**src/rtl/ram_port_arbiter.sv**
```systemverilog
`timescale 1ns/1ps
`default_nettype none
// ============================================================================
// ram_port_arbiter : two-client arbiter and sequencer for one 16-bit word RAM.
// Optional macro RAM_ARB_FIXED_PRIO_EN selects fixed A-over-B priority.
// Revision: 1.0
// ============================================================================
module ram_port_arbiter #(
  parameter int DATA_W = 16,
  parameter int ADDR_W = 8,
  parameter int RD_LAT = 1
) (
  input  logic              clk,
  input  logic              rst_n,
  input  logic              a_req,
  input  logic              a_we,
  input  logic [ADDR_W-1:0] a_addr,
  input  logic [DATA_W-1:0] a_wdata,
  output logic              a_ack,
  output logic [DATA_W-1:0] a_rdata,
  input  logic              b_req,
  input  logic              b_we,
  input  logic [ADDR_W-1:0] b_addr,
  input  logic [DATA_W-1:0] b_wdata,
  output logic              b_ack,
  output logic [DATA_W-1:0] b_rdata,
  output logic              ram_r,
  output logic              ram_w,
  output logic [ADDR_W-1:0] ram_addr,
  output logic [DATA_W-1:0] ram_d,
  input  logic [DATA_W-1:0] ram_q
);

  localparam logic [1:0] S_IDLE   = 2'd0;
  localparam logic [1:0] S_ACCESS = 2'd1;
  localparam logic [1:0] S_DONE   = 2'd2;

  localparam logic PORT_A = 1'b0;
  localparam logic PORT_B = 1'b1;

  localparam int              CNT_W    = (RD_LAT > 1) ? $clog2(RD_LAT) : 1;
  localparam logic [CNT_W-1:0] CNT_LAST = CNT_W'(RD_LAT - 1);

  logic [1:0]        state_q, state_d;
  logic              gnt_q, gnt_d;
  logic              we_q, we_d;
  logic [CNT_W-1:0]  cnt_q, cnt_d;
  logic              ram_r_q, ram_r_d;
  logic              ram_w_q, ram_w_d;
  logic [ADDR_W-1:0] ram_addr_q, ram_addr_d;
  logic [DATA_W-1:0] ram_d_q, ram_d_d;
  logic              a_ack_q, a_ack_d;
  logic              b_ack_q, b_ack_d;
  logic [DATA_W-1:0] a_rdata_q, a_rdata_d;
  logic [DATA_W-1:0] b_rdata_q, b_rdata_d;

  logic              w_any_req;
  logic              w_win_b;
  logic              w_win_we;
  logic [ADDR_W-1:0] w_win_addr;
  logic [DATA_W-1:0] w_win_wdata;
  logic              w_last_access;

`ifdef RAM_ARB_FIXED_PRIO_EN
  assign w_win_b = ~a_req;
`else
  logic last_grant_q, last_grant_d;

  // On a tie the port that did not win last time gets the grant.
  assign w_win_b = b_req & (~a_req | (last_grant_q == PORT_A));
`endif

  assign w_any_req     = a_req | b_req;
  assign w_win_we      = w_win_b ? b_we    : a_we;
  assign w_win_addr    = w_win_b ? b_addr  : a_addr;
  assign w_win_wdata   = w_win_b ? b_wdata : a_wdata;
  assign w_last_access = we_q | (cnt_q == CNT_LAST);

  always_comb begin
    state_d    = state_q;
    gnt_d      = gnt_q;
    we_d       = we_q;
    cnt_d      = cnt_q;
    ram_r_d    = ram_r_q;
    ram_w_d    = ram_w_q;
    ram_addr_d = ram_addr_q;
    ram_d_d    = ram_d_q;
    a_ack_d    = 1'b0;
    b_ack_d    = 1'b0;
    a_rdata_d  = a_rdata_q;
    b_rdata_d  = b_rdata_q;
`ifndef RAM_ARB_FIXED_PRIO_EN
    last_grant_d = last_grant_q;
`endif

    case (state_q)
      S_IDLE: begin
        if (w_any_req) begin
          gnt_d      = w_win_b;
          we_d       = w_win_we;
          cnt_d      = '0;
          ram_addr_d = w_win_addr;
          // ram_d only follows writes so it keeps the last written word.
          if (w_win_we) begin
            ram_d_d = w_win_wdata;
            ram_w_d = 1'b1;
          end else begin
            ram_r_d = 1'b1;
          end
`ifndef RAM_ARB_FIXED_PRIO_EN
          last_grant_d = w_win_b;
`endif
          state_d = S_ACCESS;
        end
      end

      S_ACCESS: begin
        if (w_last_access) begin
          ram_r_d = 1'b0;
          ram_w_d = 1'b0;
          state_d = S_DONE;
          if (gnt_q == PORT_B) begin
            b_ack_d = 1'b1;
            if (!we_q) b_rdata_d = ram_q;
          end else begin
            a_ack_d = 1'b1;
            if (!we_q) a_rdata_d = ram_q;
          end
        end else begin
          cnt_d = cnt_q + 1'b1;
        end
      end

      S_DONE: begin
        state_d = S_IDLE;
      end

      default: begin
        ram_r_d = 1'b0;
        ram_w_d = 1'b0;
        state_d = S_IDLE;
      end
    endcase
  end

  always_ff @(posedge clk or negedge rst_n) begin
    if (!rst_n) begin
      state_q    <= S_IDLE;
      gnt_q      <= PORT_A;
      we_q       <= 1'b0;
      cnt_q      <= '0;
      ram_r_q    <= 1'b0;
      ram_w_q    <= 1'b0;
      ram_addr_q <= '0;
      ram_d_q    <= '0;
      a_ack_q    <= 1'b0;
      b_ack_q    <= 1'b0;
      a_rdata_q  <= '0;
      b_rdata_q  <= '0;
    end else begin
      state_q    <= state_d;
      gnt_q      <= gnt_d;
      we_q       <= we_d;
      cnt_q      <= cnt_d;
      ram_r_q    <= ram_r_d;
      ram_w_q    <= ram_w_d;
      ram_addr_q <= ram_addr_d;
      ram_d_q    <= ram_d_d;
      a_ack_q    <= a_ack_d;
      b_ack_q    <= b_ack_d;
      a_rdata_q  <= a_rdata_d;
      b_rdata_q  <= b_rdata_d;
    end
  end

`ifndef RAM_ARB_FIXED_PRIO_EN
  // Reset to B so that A wins the first tie.
  always_ff @(posedge clk or negedge rst_n) begin
    if (!rst_n) begin
      last_grant_q <= PORT_B;
    end else begin
      last_grant_q <= last_grant_d;
    end
  end
`endif

  assign ram_r    = ram_r_q;
  assign ram_w    = ram_w_q;
  assign ram_addr = ram_addr_q;
  assign ram_d    = ram_d_q;
  assign a_ack    = a_ack_q;
  assign b_ack    = b_ack_q;
  assign a_rdata  = a_rdata_q;
  assign b_rdata  = b_rdata_q;

endmodule
`default_nettype wire
```
**config.mk**
```make
export PLATFORM = sky130hd
export DESIGN_NAME = ram_port_arbiter
export DESIGN_NICKNAME = d
export VERILOG_FILES = /design/src/rtl/ram_port_arbiter.sv
export SDC_FILE = /design/constraint.sdc
export NUM_CORES = 1
export LEC_CHECK = 0
export ABC_AREA = 1
export CORE_UTILIZATION = 35
export DETAILED_ROUTE_END_ITERATION = 6
export DONT_BUFFER_PORTS = 1
export PLACE_DENSITY_LB_ADDON = 0.05
export SYNTH_ARGS = -nofsm -noshare
export SYNTH_HDL_FRONTEND = slang
export SYNTH_SLANG_ARGS = --single-unit
```
**constraint.sdc**
```tcl
create_clock -name clk -period 2.3 [get_ports clk]
set_input_delay 0.69 -clock clk [delete_from_list [all_inputs] [get_ports clk]]
set_output_delay 0.69 -clock clk [all_outputs]
set_load 0.01 [all_outputs]
```
Word-level counts from Yosys, hierarchy flattened
Cells that the tools add are included.
{"block": "word_totals", "input_bits": 70, "out_inout_bits": 60, "elab_cells": 63, "ff_bits": 66}
{"block": "op_classes", "reduce_logical": 10, "add_sub_neg": 1, "muxes": 22, "eq_ne": 7, "bitwise": 10}
{"operator": "two-way mux 16 bit", "n": 1}
{"operator": "AND reduction 4 bit", "n": 4}
{"operator": "two-way mux 1 bit", "n": 14}
{"operator": "inequality test 2 bit, second input constant", "n": 5}
{"operator": "two-way mux 8 bit", "n": 1}
{"operator": "inverter 1 bit", "n": 6}
{"operator": "case mux 1 bit (3 select lines)", "n": 2}
{"operator": "AND reduction 3 bit", "n": 2}
{"operator": "two-way mux 2 bit", "n": 2}
{"operator": "case mux 2 bit (2 select lines)", "n": 1}
{"operator": "AND reduction 2 bit", "n": 2}
{"operator": "OR 1 bit", "n": 3}
{"operator": "equality test 2 x 1 -> 1 bit, second input constant", "n": 1}
{"operator": "equality test 2 bit, second input constant", "n": 1}
{"operator": "zero test 2 bit", "n": 1}
{"operator": "case mux 1 bit (2 select lines)", "n": 1}
{"operator": "nonzero test 2 bit", "n": 1}
{"operator": "adder 1 bit, second input constant", "n": 1}
{"operator": "AND 1 bit", "n": 1}

Logic depth before layout (Yosys ltp)
Gate-level depths: netlist (run 1).
{"block": "logic_depth", "word_depth": 7, "mapped_depth": 9, "depth_no_buf": 8}

Worst setup path before layout (run 1)
Ideal clock, no wire load.
{"block": "synth_path", "kind": "input -> register", "from": "input a_req", "to": "register we_q", "slack_ns": 0.756, "arrival_time_ns": 1.414, "cell_stages": 7, "path_buffers": 1, "cell_sequence": "nand2_1 -> nand2_2 -> nand2_1 -> nand2_1 -> nand2_4 -> buf_2 -> o21ai_0"}
{"block": "synth_between", "elab_chain_cells": 4, "word_cells_on_any_way": 6, "classes_between": "1 x mux; 4 x bitwise; 1 x reduce/logical"}
{"element": "start, declared", "line_no": "15", "source": "input logic a_req,"}
{"element": "inverter 1 bit", "line_no": "70", "source": "assign w_win_b = b_req & (~a_req | (last_grant_q == PORT_A));"}
{"element": "OR 1 bit", "line_no": "70"}
{"element": "AND 1 bit", "line_no": "70"}
{"element": "two-way mux 1 bit", "line_no": "74", "source": "assign w_win_we = w_win_b ? b_we : a_we;"}
{"element": "end signal, assigned", "line_no": "163", "source": "we_q <= we_d;"}
{"element": "end, declared", "line_no": "46", "source": "logic we_q, we_d;"}
Parallel ways exist; a longest one is shown, timed or not.
A chain may end at the register's enable or synchronous reset.

Final worst setup path (run 1)
{"block": "layout_path", "from": "register state_q[0]", "to": "register b_rdata_q[8] (netlist: b_rdata[8])"}
{"block": "layout_between", "elab_chain_cells": 2}
{"element": "start, declared", "line_no": "44", "source": "logic [1:0] state_q, state_d;"}
{"element": "start signal, assigned", "line_no": "161", "source": "state_q <= state_d;"}
{"element": "equality test 2 x 1 -> 1 bit", "line_no": "96", "source": "case (state_q)"}
{"element": "AND reduction 4 bit (no source line)"}
{"element": "end signal, assigned", "line_no": "172", "source": "b_rdata_q <= b_rdata_d;"}
{"element": "end, declared", "line_no": "55", "source": "logic [DATA_W-1:0] b_rdata_q, b_rdata_d;"}
No other way between the ends.

==> flow_summary.json, run 1 <==
{
  "end_kind": "flop",
  "clock.fmax_ghz": 0.645,
  "num-nets-final": 411,
  "met2WireLength_um": 3060,
  "seqPwrFrac_pct": 48.8,
  "ys.flop_type": "dfrtp_1",
  "max_cap_violations": 0,
  "layout_min_cycle_time_ps": 1550,
  "status": "finished, final reports clean",
  "setup-tns-final_ps": 0,
  "clock_latency_ps": 340,
  "cts_tree": "done",
  "cts-resized-gates": 0,
  "syn_nets": 410,
  "grt_setup_unrepaired": "false",
  "start_util_pct": 36.9,
  "met1Wirelength_um": 2660,
  "n_antenna_cell": 0,
  "htreeDepth": 3,
  "syn_area_per_cell_um2": 8.56,
  "period_share_pct": 67.4,
  "die_x_um": 93.2,
  "ys_ff_latch": 66,
  "crit_arrival_ps": 1760,
  "utilization_pct": 41.2,
  "ff2ff_path_depth": 7,
  "layout-drive-gt1-share_pct": 13.6,
  "p_per_area_nw_per_um2": 1500,
  "peakVddDrop_uv": 430,
  "synthArstFlopShare_pct": 100,
  "netlist_top_cells_count": "nand2_1, dfrtp_1, inv_1, o21ai_0, o21ai_2",
  "skew_ps": 6.36,
  "clockBufferDepth": 2,
  "seq_area_frac_synth_pct": 56.8,
  "hold_class": "input port to async pin",
  "cts-root-buf": "clkbuf_8",
  "wl_per_cell_um": 14.0,
  "io_pins": 130,
  "syn_to_final_growth_pct": 11.7,
  "holdBufCountCts": 0,
  "worstMarginPinSlew_ps": 452,
  "setup_viol": 0,
  "leakage_nw": 1.71,
  "combPwrFrac_pct": 24.1,
  "post_cts_buffers": 0,
  "drcViolationCount": 0,
  "grt_pass1_vias": 2111,
  "synth_edf_count": 0,
  "synthTopCellsByArea": "dfrtp_1, nand2_1, o21ai_2",
  "drt_wl_total_um": 6280,
  "path_clk_slew_ps": 70,
  "power.share.clock_pct": 27.1,
  "drt_iter0_markers": 50,
  "grt_use_total_pct": 16.0,
  "routed_via_density": 4.66,
  "multi_input_area_um2": 1060,
  "switchingPower_w": 0.00185,
  "rows": 32,
  "synth_area_leader_cell": "dfrtp_1",
  "vias": 2087,
  "fillers": 800,
  "io_buffers": 0,
  "cp-endpoint": "b_rdata[8]",
  "cp-start-kind": "flop",
  "yosys.area.top_type_share_pct": 55.9,
  "hpwl_um": 4420,
  "core_um2": 7890,
  "die_h_um": 93.2,
  "routabilityCongestion": 0.727,
  "yosysMostFrequentCell": "nand2_1",
  "antenna_found_initial": 0,
  "overflow": 0,
  "ys_warn_count": 0,
  "worstReg2RegStart": "state_q[0]",
  "seq_area_um2": 1650,
  "synthesis.area_um2": 2910,
  "die_area_um2": 8690,
  "first_pass_iters": 4,
  "finalMaxSlewViolations": 0,
  "cp.required_ps": 2510,
  "startpoint": "state_q[0]",
  "wl_met3_um": 457,
  "top_layer": "met4",
  "hold_viol_final": 0,
  "r2r_slack_ps": 750,
  "cts_buffers": 9,
  "worstSetupPathType": "flop to flop",
  "sw_frac_of_total_pct": 37.9,
  "p_int_w": 0.00303,
  "syn_inst": 340,
  "grt_max_degree": 67,
  "rr_endpoint": "b_rdata[8]",
  "antenna_left": 0,
  "cts_num_sinks": 66,
  "slew_headroom_pct": 69.9,
  "critPathMaxFanout": 32,
  "synth_cell_type_count": 22,
  "grt_pass1_wl_um": 10500
}
worst max-delay path, cell delays in order (launching register included):
cell and delay, ps:
dfrtp_1 460, inv_2 70, nor2_4 110, inv_2 50, nor2_4 120, nand3_4 350, nand2_1 190, o21ai_2 60
registers in the layout, summed over array words and instances, names as in the netlist:
name / flops
we_q: 1
b_ack: 1
ram_addr: 8
ram_r: 1
gnt_q: 1
ram_w: 1
state_q: 2
a_ack: 1
cnt_q: 1
last_grant_q: 1
a_rdata: 16
b_rdata: 16
ram_d: 16
area by class of cell:
class                           instances  area share [%]
Sequential cell                        66            50.8
Multi-Input combinational cell        232            32.6
Clock buffer                           10            4.23
Clock inverter                          6            4.19
Tap cell                              102            3.92
Inverter                               28            3.31
Timing Repair Buffer                    4           0.923
per-layer routing:
metal / track usage (%) / vias up
met4: 7.69 / 0
met2: 25.9 / 72
met1: 18.8 / 955
met5: 0 / -
li1: - / 1052
met3: 5.53 / 8
worst min path at each step:
stage	start	to	slack, ps
finish	rst_n	ram_r	40
global route	rst_n	b_rdata[15]	10
CTS	rst_n	b_rdata[15]	20
detailed placement	rst_n	ram_addr[7]	400
global placement	rst_n	ram_addr[1]	400
floorplan	rst_n	a_ack	390
logic make-up after synthesis:
group / share of synthesized area [%]
buffers and inverters: 6.79
DFF: 56.8
AOI/OAI and AO/OA: 10.7
and+or+nand+nor: 25.8
per-stage QoR:
stage	std cells	worst slack [ps]	hold WS (ps)	power, W	instance area (µm²)
4_1_cts	448	690	23.6	0.00498	3250
3_3_place_gp	432	628	396	0.00360	2980
2_1_floorplan	340	756	394	0.00332	2910
5_1_grt	448	522	10.1	0.00528	3250
6_report	448	750	42.9	0.00488	3250
3_5_place_dp	432	590	396	0.00363	2980
power groups by stage:
stage	Combinational, W	Clock (W)	Sequential, W
global route	0.00141	0.00141	0.00246
global placement	0.00117	0	0.00242
CTS	0.00122	0.00136	0.00240
detailed placement	0.00122	0	0.00241
finish	0.00118	0.00132	0.00238
floorplan	0.00105	0	0.00227
cells in the final DEF (no fill, tap or decap):
cell	synthesis	final
nor2_1	15	15
o21ai_2	16	16
clkinvlp_4	0	1
o21ai_1	9	9
nand3b_1	1	1
nor3_4	1	1
clkbuf_8	0	10
inv_6	0	1
bufinv_16	0	4
o21ai_0	25	25
dfstp_2	1	1
nand4_2	1	1
dfrtp_1	65	65
nand2_4	1	1
nand3_4	1	1
nand3_1	3	3
nor2_4	2	2
nand2_2	1	1
inv_2	2	2
inv_1	25	25
nand2_1	156	156
buf_4	0	4
inv_4	1	1
(Power assumes the default switching activity.)
==> inputs of run 2 (changes only) <==
==> constraint.sdc (replaced) <==
create_clock -name clk -period 1.32 [get_ports clk]
set_input_delay 0.396 -clock clk [delete_from_list [all_inputs] [get_ports clk]]
set_output_delay 0.396 -clock clk [all_outputs]
set_load 0.01 [all_outputs]
==> run 2 against run 1 <==
  * The run now ends with negative hold slack, negative setup slack left
  * First-iteration DRC count increased by 18%
  * Combinational power increased by 130%
  * Clock skew increased by 3.0 ps
  * Power increased by 88%
  * Flip-flop and latch count unchanged
  * Via count increased by 5.6%
  * Non-clock buffer count increased by 15
  * Worst hold slack got worse by 290 ps
  * Sequential share of layout area decreased by 4.1 points
  * Final area increased by 9.0%
  * Setup slack got worse by 760 ps
  * Die area unchanged
  * Largest power group unchanged
==> flow_summary.json, run 2 (synthesized netlist as in run 1, its figures left out) <==
{
  "finalMaxSlewViolations": 0,
  "cp-start-kind": "flop",
  "grt_setup_unrepaired": "true",
  "routabilityCongestion": 0.728,
  "grt_pass1_vias": 2269,
  "whs_ps": -252,
  "power.total_w": 0.00918,
  "io_buffers": 0,
  "start_util_pct": 36.9,
  "syn_to_final_growth_pct": 21.8,
  "cp.required_ps": 1550,
  "final_common_cell": "nand2_1",
  "die_area_um2": 8690,
  "critPathMaxFanout": 8,
  "leakage_nw": 1.84,
  "antenna_found_initial": 0,
  "drcViolationCount": 0,
  "die_h_um": 93.2,
  "num-nets-final": 427,
  "clock.fmax_ghz": 0.754,
  "final_cells": 464,
  "multi_input_area_um2": 1150,
  "antenna_left": 0,
  "slew_headroom_pct": 81.6,
  "dpl.cell_count": 440,
  "wl_per_cell_um": 15.0,
  "worstSetupPathType": "flop to flop",
  "overflow": 0,
  "n_antenna_cell": 0,
  "end_kind": "flop",
  "seq_area_um2": 1660,
  "violations": "negative hold slack, negative setup slack",
  "peakVddDrop_uv": 749,
  "p_per_area_nw_per_um2": 2590,
  "fillers": 788,
  "cts_buffers": 9,
  "first_pass_iters": 4,
  "hpwl_um": 4580,
  "hold_class": "input port to async pin",
  "clockBufferDepth": 2,
  "htreeDepth": 3,
  "period_share_pct": 100,
  "rows": 32,
  "crit_arrival_ps": 1550,
  "hold_viol_final": 66,
  "worst_slack_ps": -6.06,
  "final_cell_mix": "nand2_1, dfrtp_1, o21ai_0",
  "grt_pass1_wl_um": 11300,
  "cts_tree": "done",
  "path_clk_slew_ps": 70,
  "layout-drive-gt1-share_pct": 23.2,
  "skew_ps": 9.31,
  "drt_wl_total_um": 6970,
  "clock_latency_ps": 330,
  "cts-root-buf": "clkbuf_8",
  "io_pins": 130,
  "cts_num_sinks": 66,
  "layout_min_cycle_time_ps": 1330,
  "setup_viol": 4,
  "utilization_pct": 45.0,
  "status": "finished, violations left",
  "core_um2": 7890,
  "routed_via_density": 4.75,
  "grt_use_total_pct": 16.9,
  "max_cap_violations": 0,
  "setup-tns-final_ps": -10.1,
  "vias": 2204,
  "grt_max_degree": 67,
  "die_x_um": 93.2,
  "worstMarginPinSlew_ps": 274,
  "drt_iter0_markers": 59
}
run 2: changes by cell type in the layout (fill, tap and decap cells not counted), sizes merged:
cell,previous run,this run
clkinv,0,1
buf,4,18
nand2,158,159
clkbuf,10,11
clkinvlp,1,0
run 2: worst paths after layout:
| check | startpoint | endpoint | slack, ps | cells past startpoint |
|---|---|---|---|---|
| setup / recovery | last_grant_q | ram_d[11] | -6 | 8 |
| hold / removal | rst_n | ram_addr[6] | -250 | 0 |
| setup reg to reg | last_grant_q | ram_d[11] | -6 | 8 |
| hold reg to reg | last_grant_q | last_grant_q | 500 | 2 |
| max in group asynchronous | rst_n | last_grant_q | 1390 | 0 |
| min in group clk | ram_q[9] | b_rdata[9] | 200 | 2 |
run 2: critical path, stage by stage, from the launching register on:
cell     delay, ps
dfstp_2        560
nand2_4         70
nand2_4        100
nand2_4         60
nand2_4        100
nand2_8         80
buf_12         140
nand2_1         50
nand2_1         50
run 2: layout make-up:
class                           count  share of cell area, %
Clock buffer                       10                   3.60
Clock inverter                      6                   3.88
Inverter                           28                   3.10
Multi-Input combinational cell    233                   32.5
Sequential cell                    66                   46.7
Tap cell                          102                   3.60
Timing Repair Buffer               19                   6.70
run 2: power by group:
group | switching, W | internal (W) | total (W)
clock network | 0.000808 | 0.00146 | 0.00227
registers | 0.00117 | 0.00301 | 0.00418
logic | 0.00151 | 0.00121 | 0.00273
total | 0.00349 | 0.00568 | 0.00918
run 2: per-layer routing:
layer  global-route usage, %  vias to the layer above  share of wire (%)
li1                        -                     1085                  -
met1                    20.3                     1042                 43
met2                    27.5                       67                 49
met3                    5.28                       10                6.5
met4                    8.21                        0                2.0
met5                       0                        -                  0
run 2: metrics by stage:
stage / instance area (µm²) / worst slack [ps]
3_5_place_dp: 3090 / -58.2
5_1_grt: 3550 / -75.6
6_report: 3550 / -6.06
3_3_place_gp: 3090 / -20.9
2_1_floorplan: 2920 / 4.51
4_1_cts: 3430 / 6.04
run 2: timing repair:
item                       4_1_cts  5_1_grt
gates cloned                     1        1
hold endpoints to repair        66       66
resized for setup                9       24
setup buffers                    4        2
pin swaps                        3        5
setup endpoints to repair       18       42
